===== config.mk =====
export PLATFORM = sky130hd
export DESIGN_NAME = led_pattern_gen
export DESIGN_NICKNAME = d
export VERILOG_FILES = /design/src/rtl/led_pattern_gen.sv
export SDC_FILE = /design/constraint.sdc
export NUM_CORES = 1
export LEC_CHECK = 0
export BUFFER_PORTS_ARGS = -buffer_cell sky130_fd_sc_hd__buf_2
export CAP_MARGIN = 0
export CORE_AREA = 2 2 101 103
export CTS_BUF_LIST = sky130_fd_sc_hd__clkbuf_8
export DETAILED_ROUTE_END_ITERATION = 8
export DIE_AREA = 0 0 103 105
export HOLD_SLACK_MARGIN = 0.05
export PLACE_DENSITY = 0.75
export SKIP_CTS_REPAIR_TIMING = 1
export SYNTH_ARGS = -nofsm -noshare
export SYNTH_HDL_FRONTEND = slang
export SYNTH_SLANG_ARGS = --single-unit

===== constraint.sdc =====
create_clock -name clk -period 5.25 [get_ports clk]
set_clock_uncertainty 0.05 [all_clocks]
set_input_delay 1.05 -clock clk [delete_from_list [all_inputs] [get_ports clk]]
set_output_delay 1.05 -clock clk [all_outputs]
set_load 0.01 [all_outputs]

===== src/rtl/led_pattern_gen.sv =====
// LED target-pattern generator for the reaction game: shows an LFSR-derived 3-bit
// pattern for a shrinking window, strobes check, accumulates hits into a score.
module led_pattern_gen #(
  parameter logic [7:0]  SEED         = 8'hA5,
  parameter int unsigned NUM_ROUNDS   = 10,
  parameter int unsigned DISPLAY_INIT = 50000000,
  parameter int unsigned DISPLAY_STEP = 5000000,
  parameter int unsigned DISPLAY_MIN  = 10000000,
  parameter int unsigned GAP_TICKS    = 25000000,
  parameter int unsigned TIMER_W      = 32
) (
  input  logic       clk,
  input  logic       rst,
  input  logic       start,
  input  logic       hit,
  output logic [2:0] led,
  output logic       led_valid,
  output logic       check,
  output logic [3:0] round_cnt,
  output logic [3:0] score,
  output logic       busy,
  output logic       game_over
);

  typedef enum logic [2:0] {
    S_IDLE,
    S_SHOW,
    S_CHECK,
    S_GAP,
    S_DONE
  } state_e;

  localparam logic [TIMER_W-1:0] INIT_T = TIMER_W'(DISPLAY_INIT);
  localparam logic [TIMER_W-1:0] STEP_T = TIMER_W'(DISPLAY_STEP);
  localparam logic [TIMER_W-1:0] MIN_T  = TIMER_W'(DISPLAY_MIN);
  localparam logic [TIMER_W-1:0] GAP_T  = TIMER_W'(GAP_TICKS);
  localparam logic [3:0]         LAST_R = 4'(NUM_ROUNDS);

  state_e              state_q, state_d;
  logic [7:0]          lfsr_q, lfsr_d;
  logic [TIMER_W-1:0]  window_q, window_d;
  logic [TIMER_W-1:0]  timer_q, timer_d;
  logic [2:0]          led_q, led_d;
  logic                led_valid_q, led_valid_d;
  logic                check_q, check_d;
  logic [3:0]          round_q, round_d;
  logic [3:0]          score_q, score_d;
  logic                busy_q, busy_d;
  logic                game_over_q, game_over_d;

  logic [7:0]          lfsr_next;
  logic [2:0]          pattern;
  logic [TIMER_W-1:0]  window_dec;
  logic [TIMER_W-1:0]  timer_dec;
  logic [3:0]          round_inc;
  logic [3:0]          score_inc;

  always_comb begin
    lfsr_next = {lfsr_q[6:0], lfsr_q[7] ^ lfsr_q[5] ^ lfsr_q[4] ^ lfsr_q[3]};
    pattern   = (lfsr_q[2:0] == 3'b000) ? 3'b001 : lfsr_q[2:0];
    // Subtract only when the result stays at or above the floor; avoids wrap.
    window_dec = ((window_q >= STEP_T) && ((window_q - STEP_T) >= MIN_T))
                 ? (window_q - STEP_T) : MIN_T;
    timer_dec  = (timer_q != '0) ? (timer_q - 1'b1) : '0;
    round_inc  = (round_q == 4'hF) ? round_q : (round_q + 4'd1);
    score_inc  = (score_q == 4'hF) ? score_q : (score_q + 4'd1);
  end

  always_comb begin
    state_d  = state_q;
    lfsr_d   = lfsr_q;
    window_d = window_q;
    timer_d  = timer_q;
    led_d    = led_q;
    round_d  = round_q;
    score_d  = score_q;

    unique case (state_q)
      S_IDLE, S_DONE: begin
        if (start) begin
          state_d  = S_SHOW;
          round_d  = '0;
          score_d  = '0;
          window_d = INIT_T;
          timer_d  = INIT_T;
          led_d    = pattern;
          lfsr_d   = lfsr_next;
        end
      end
      S_SHOW: begin
        timer_d = timer_dec;
        if (timer_q <= TIMER_W'(1)) begin
          state_d = S_CHECK;
        end
      end
      S_CHECK: begin
        round_d  = round_inc;
        window_d = window_dec;
        led_d    = '0;
        if (hit) begin
          score_d = score_inc;
        end
        if (round_inc == LAST_R) begin
          state_d = S_DONE;
        end else begin
          state_d = S_GAP;
          timer_d = GAP_T;
        end
      end
      S_GAP: begin
        timer_d = timer_dec;
        if (timer_q <= TIMER_W'(1)) begin
          state_d = S_SHOW;
          timer_d = window_q;
          led_d   = pattern;
          lfsr_d  = lfsr_next;
        end
      end
      default: begin
        state_d = S_IDLE;
        led_d   = '0;
      end
    endcase

    // Status outputs are decoded from the next state so they register in step with it.
    led_valid_d = (state_d == S_SHOW) || (state_d == S_CHECK);
    check_d     = (state_d == S_CHECK);
    busy_d      = (state_d == S_SHOW) || (state_d == S_CHECK) || (state_d == S_GAP);
    game_over_d = (state_d == S_DONE);
  end

  always_ff @(posedge clk or negedge rst) begin
    if (!rst) begin
      state_q     <= S_IDLE;
      lfsr_q      <= SEED;
      window_q    <= INIT_T;
      timer_q     <= '0;
      led_q       <= '0;
      led_valid_q <= 1'b0;
      check_q     <= 1'b0;
      round_q     <= '0;
      score_q     <= '0;
      busy_q      <= 1'b0;
      game_over_q <= 1'b0;
    end else begin
      state_q     <= state_d;
      lfsr_q      <= lfsr_d;
      window_q    <= window_d;
      timer_q     <= timer_d;
      led_q       <= led_d;
      led_valid_q <= led_valid_d;
      check_q     <= check_d;
      round_q     <= round_d;
      score_q     <= score_d;
      busy_q      <= busy_d;
      game_over_q <= game_over_d;
    end
  end

  assign led       = led_q;
  assign led_valid = led_valid_q;
  assign check     = check_q;
  assign round_cnt = round_q;
  assign score     = score_q;
  assign busy      = busy_q;
  assign game_over = game_over_q;

  a_check_single: assert property (@(posedge clk) disable iff (!rst) check_q |=> !check_q);
  a_led_live:     assert property (@(posedge clk) disable iff (!rst) led_valid_q |-> (led_q != 3'b000));

endmodule

=== After elaboration in Yosys (flattened, before gate mapping) ===
Cells that the tools add are included.

* Bits in registers: 90

* $add $sub $neg: 4
* Order comparisons: 3
* Eq/ne operators: 16
* Multiplexer cells: 25
* Bitwise gates (word level): 4
* Reductions and logical operators: 15

{| class="wikitable"
|+ Operator list
! cell !! number
|-
| 32-bit 2-to-1 mux || 5
|-
| 32-bit case mux with 4 select lines || 1
|-
| 32-bit case mux with 2 select lines || 1
|-
| 32-bit by 23-bit greater-or-equal comparator with 1-bit output, second input constant || 1
|-
| 32-bit by 24-bit greater-or-equal comparator with 1-bit output, second input constant || 1
|-
| 32-bit by 1-bit <= comparator with 1-bit output, second input constant || 1
|-
| 32-bit nonzero test || 1
|-
| 32-bit by 1-bit subtractor with 32-bit output, second input constant || 1
|-
| 32-bit by 23-bit subtractor with 32-bit output, second input constant || 1
|-
| 3-bit 2-to-1 mux || 7
|-
| 4-bit 2-to-1 mux || 4
|-
| 8-bit 2-to-1 mux || 2
|-
| 4-bit case mux with 2 select lines || 2
|-
| 8-bit case mux with 2 select lines || 1
|-
| 3-bit by 2-bit equality test with 1-bit output, second input constant || 4
|-
| 4-bit equality test, second input constant || 3
|-
| 3-bit case mux with 4 select lines || 1
|-
| 2-bit inequality test, second input constant || 5
|-
| 3-bit case mux with 3 select lines || 1
|-
| 3-bit AND reduction || 3
|-
| 4-bit by 1-bit adder with 4-bit output, second input constant || 2
|-
| 3-bit by 1-bit equality test with 1-bit output, second input constant || 2
|-
| 3-bit equality test, second input constant || 2
|-
| 3-bit zero test || 2
|-
| 9 further kinds || 13
|}

=== Longest topological paths before layout ===
* Depth in word-level cells: 8
* Mapped depth: 12

=== Least setup slack after synthesis ===
No wires, ideal clock.

* Path type: register to register
* From: reg window_q[7]
* To: reg window_q[17]
* Setup time: 0.082 ns
* Arrival: 3.180 ns
* Data required time: 5.118 ns
* Setup slack: 1.938 ns
* Stages on the path, launching flop included: 13
* Buffers on the path: 2
* Clock period less this slack: 3.312 ns
* Path through: dfstp_2 -> inv_1 -> ha_1 -> nand4b_1 -> a21boi_1 -> nor2_1 -> xor2_1 -> a2111o_1 -> a2111oi_0 -> buf_2 -> buf_2 -> nor3_1 -> a211o_1

* Cells in the longest elaborated chain, start to end: 5
* Elaborated cells on any way between the ends: 6
* Those cells by class: 1 x add/sub; 2 x order compare; 2 x mux; 1 x reduce/logical

{| class="wikitable"
|+ Ends and longest elaborated chain
! what !! RTL line !! text
|-
| from (decl) || 41 || <nowiki>logic [TIMER_W-1:0] window_q, window_d;</nowiki>
|-
| from (signal assigned) || 148 || <nowiki>window_q <= window_d;</nowiki>
|-
| 32-bit by 23-bit subtractor with 32-bit output || 62, 63 ||
|-
| 32-bit by 24-bit greater-or-equal comparator with 1-bit output || 62 || <nowiki>window_dec = ((window_q >= STEP_T) && ((window_q - STEP_T) >= MIN_T))</nowiki>
|-
| 1-bit logical AND || 62 ||
|-
| 32-bit 2-to-1 mux * || 63 || <nowiki>? (window_q - STEP_T) : MIN_T;</nowiki>
|-
| 32-bit case mux with 2 select lines * || 78 || <nowiki>unique case (state_q)</nowiki>
|}

Mark *: on every way between the ends. The rest lies on a longest branch, timed or not.
A chain may end at the register's enable or synchronous reset.

=== Worst setup path after layout ===
* From: reg window_q[7]
* To: reg window_q[31]

Same word-level chain as after synthesis.

==> results by group <==
Run status
  • Status: finished clean

Timing
  • Period utilisation layout: 72.65%
  • Slew headroom: 23.87%
  • Slew @ Worst Pin: 1136 ps
  • Slew Limit Fails: 0
  • Maximum clock frequency: 262.2 MHz
  • Final hold vios: 0
  • RSZ-0062 raised after global routing: no
  • Final setup TNS: 0 ps
  • # setup viols final: 0
  • Tmin final: 3814 ps

Drt
  • Number of DRC markers in iteration 0: 295
  • Routed vias/inst: 6.403
  • Number of remaining DRC errors: 0
  • DR vias: 4,873
  • First-pass DRT Iterations: 4
  • Routed WL: 13,460 um
  • Routed WL per cell: 17.68 um
  • DRT antenna net count: 0

Layout
  • Fin area: 0.005625 sq mm
  • Nets@finish: 635
  • Synth-to-layout area growth: 6.038%
  • ANT cells: 0
  • Non-Filler Instances: 761
  • Share of cells above drive strength 1: 11.94%

Setup path
  • Crit path kind: flip-flop to flip-flop
  • Max FO, Critical Path: 20
  • Slowest stage cell, crit path: dfstp_2
  • Worst Path Buf+Inv: 2
  • Worst path cell trace: inv_1 > ha_1 > nand4b_1 > a21boi_1 > nor2_1 > xor2_1 > a2111o_1 > a2111oi_2 > buf_4 > or2_2 > o311ai_0
  • Critical path arrival: 4000 ps
  • Crit start category: flip-flop
  • Worst Setup End Kind: flip-flop
  • WP data required: 5430 ps
  • Crit-path leading delay family: compound AO/OA/AOI/OAI gates
  • CP peak stage delay: 610 ps

Synth
  • Cells after Synth: 629
  • Top FF cell, synth: dfrtp_1
  • Fraction of registers with async set/reset: 100.0%
  • Synthesized cell area: 0.005305 sq mm
  • Seq/Total Area, Yosys: 40.00%
  • Area leader, netlist: dfrtp_1
  • Avg Cell Area, Syn: 8.434 sq um
  • Seq cells post-synth: 84
  • Yosys top cell area share: 32.08%
  • Top cells by area, synth: dfrtp_1 32%, dfstp_2 7.9%, o21ai_0 4.6%
  • Syn Nets: 641
  • Post-synth EDFFs: 0
  • Ys Warns: 0
  • Cell variety after synth: 67

Global routing
  • Tot GR Track Use: 25.94%
  • Initial antenna violation count: 0
  • Number of global-route vias before repair: 4,677
  • Grt total ovfl: 0
  • First-pass GRT wire length: 22,500 um
  • Largest net degree at the start of global routing: 85

Floorplan
  • Initial Util: 55.04%
  • Std cell rows: 36
  • IO Pins: 19
  • Die Ht: 105 um
  • Die width: 103 um
  • CORE AREA: 0.009639 sq mm
  • Die area: 0.01082 sq mm

Power and ir drop
  • Leakage: 2.188 nW
  • Maximum VDD drop: 243.3 uV
  • Cell Pwr Density: 338.0 mW/mm^2

CTS
  • Clock-pin slew on the worst setup and hold paths: 100 ps
  • Clock sinks: 84
  • H-tree Lvls: 3
  • CTS tree: yes
  • Clk_lat worst skew: 370 ps
  • Clk buf depth: 2
  • TritonCTS buffer count: 9
  • Root buf cell: clkbuf_8

Worst hold path
  • HP Class: flip-flop to flip-flop

Placed design
  • DP Area: 0.005436 sq mm
  • PortBufs: 18
  • Post-placement cell count: 745
  • Dpl hpwl: 9060 um
  • Routability cong.: 0.9436

Run
  • Max-Cap Viols: 0
==> where the power goes <==
part           switching (mW)  total [mW]  internal, mW  leakage (nW)
logic                   0.269       0.475         0.206          1.05
registers               0.161       0.956         0.795          1.05
clock network           0.285       0.470         0.185        0.0947
==> final cells by class <==
| type | instances | area, sq um |
|---|---|---|
| Clock buffer | 9 | 123.9 |
| Tap cell | 133 | 166.4 |
| Inverter | 21 | 78.83 |
| Clock inverter | 7 | 65.06 |
| Sequential cell | 84 | 2122 |
| Multi-Input combinational cell | 483 | 2932 |
| Fill cell | 851 | 4014 |
| Timing Repair Buffer | 24 | 137.6 |
==> Yosys cell counts, types with 5 or more instances <==
library cell  instances
nor2b_1               6
mux2_2                6
nand2b_1             10
o311ai_0              6
nand3_1              27
dfrtp_1              68
nand2_1              64
clkbuf_1             25
nor4_1               11
xnor2_1              11
a211o_1               5
o21ai_1              10
nor2_1               49
dfstp_2              16
or3_1                11
ha_1                  8
o21ai_0              49
nor3_1               32
a21oi_1              48
a22oi_1               6
or4_1                 8
o21a_1                8
inv_1                20
buf_2                12
o31ai_1              12
a211oi_1             15
nand3b_1              5
==> sequential cells by signal (all words and copies together) (netlist names) <==
register   cells
led            3
timer_q       32
lfsr_q         8
busy           1
led_valid      1
state_q        3
score          4
window_q      26
round_cnt      4
check          1
game_over      1
==> kinds of logic after synthesis <==
group,synth area share [%]
AO/OA/AOI/OAI,24.72
XOR/XNOR,2.476
adder cells (fa/ha/maj),1.887
buffers and inverters,4.953
flip-flops,40.00
multiplexers,2.028
AND/OR/NAND/NOR,23.94
==> final timing paths <==
kind | from | end | slack, ps | cells past startpoint
worst max-delay path | window_q[7] | window_q[31] | 1440 | 11
worst min-delay path | lfsr_q[2] | lfsr_q[2] | 460 | 2
worst max register to register | window_q[7] | window_q[31] | 1440 | 11
worst min register to register | lfsr_q[2] | lfsr_q[2] | 460 | 2
max in group asynchronous | rst | timer_q[25] | 3640 | 1
min in group asynchronous | rst | window_q[18] | 820 | 1
==> worst reg2reg max path: stages (launching register included) <==
cell	delay [ps]
dfstp_2	610
inv_1	100
ha_1	270
nand4b_1	290
a21boi_1	500
nor2_1	150
xor2_1	170
a2111o_1	440
a2111oi_2	310
buf_4	290
or2_2	330
o311ai_0	180
==> placed cells by master (no fill, tap or decap), drive strengths merged, types with 5 or more instances in the layout <==
cell,synthesis,final
a211o,5,5
a211oi,15,15
a21oi,48,48
a22oi,6,6
buf,16,24
clkbuf,25,9
dfrtp,68,68
dfstp,16,16
ha,8,8
inv,20,25
mux2,6,6
nand2,64,64
nand2b,10,10
nand3,27,27
nand3b,5,5
nor2,49,49
nor2b,6,6
nor3,34,34
nor4,13,13
o21a,8,8
o21ai,59,59
o311ai,7,7
o31ai,12,12
or3,11,11
or4,9,9
xnor2,11,11
==> routing by layer <==
layer | global-route usage, % | up-vias | routed length [um]
met1 | 36.75 | 2353 | 5961
met4 | 9.868 | 0 | 286
met5 | 0 | - | 0
met2 | 40.03 | 177 | 6420
met3 | 3.746 | 27 | 789
li1 | - | 2316 | -
==> metrics by stage <==
stage | util, % | power [mW] | setup WS [ps] | hold slack, ps
floorplan | - | 1.297 | 1938 | 419.6
global placement | 56.40 | 1.408 | 1564 | 434.4
detailed placement | 56.40 | 1.436 | 1487 | 441.5
CTS | 58.36 | 1.898 | 1460 | 465.6
global route | 58.36 | 2.012 | 1191 | 490.7
finish | 58.36 | 1.902 | 1436 | 462.2
Power figures use the tool's default switching activity.
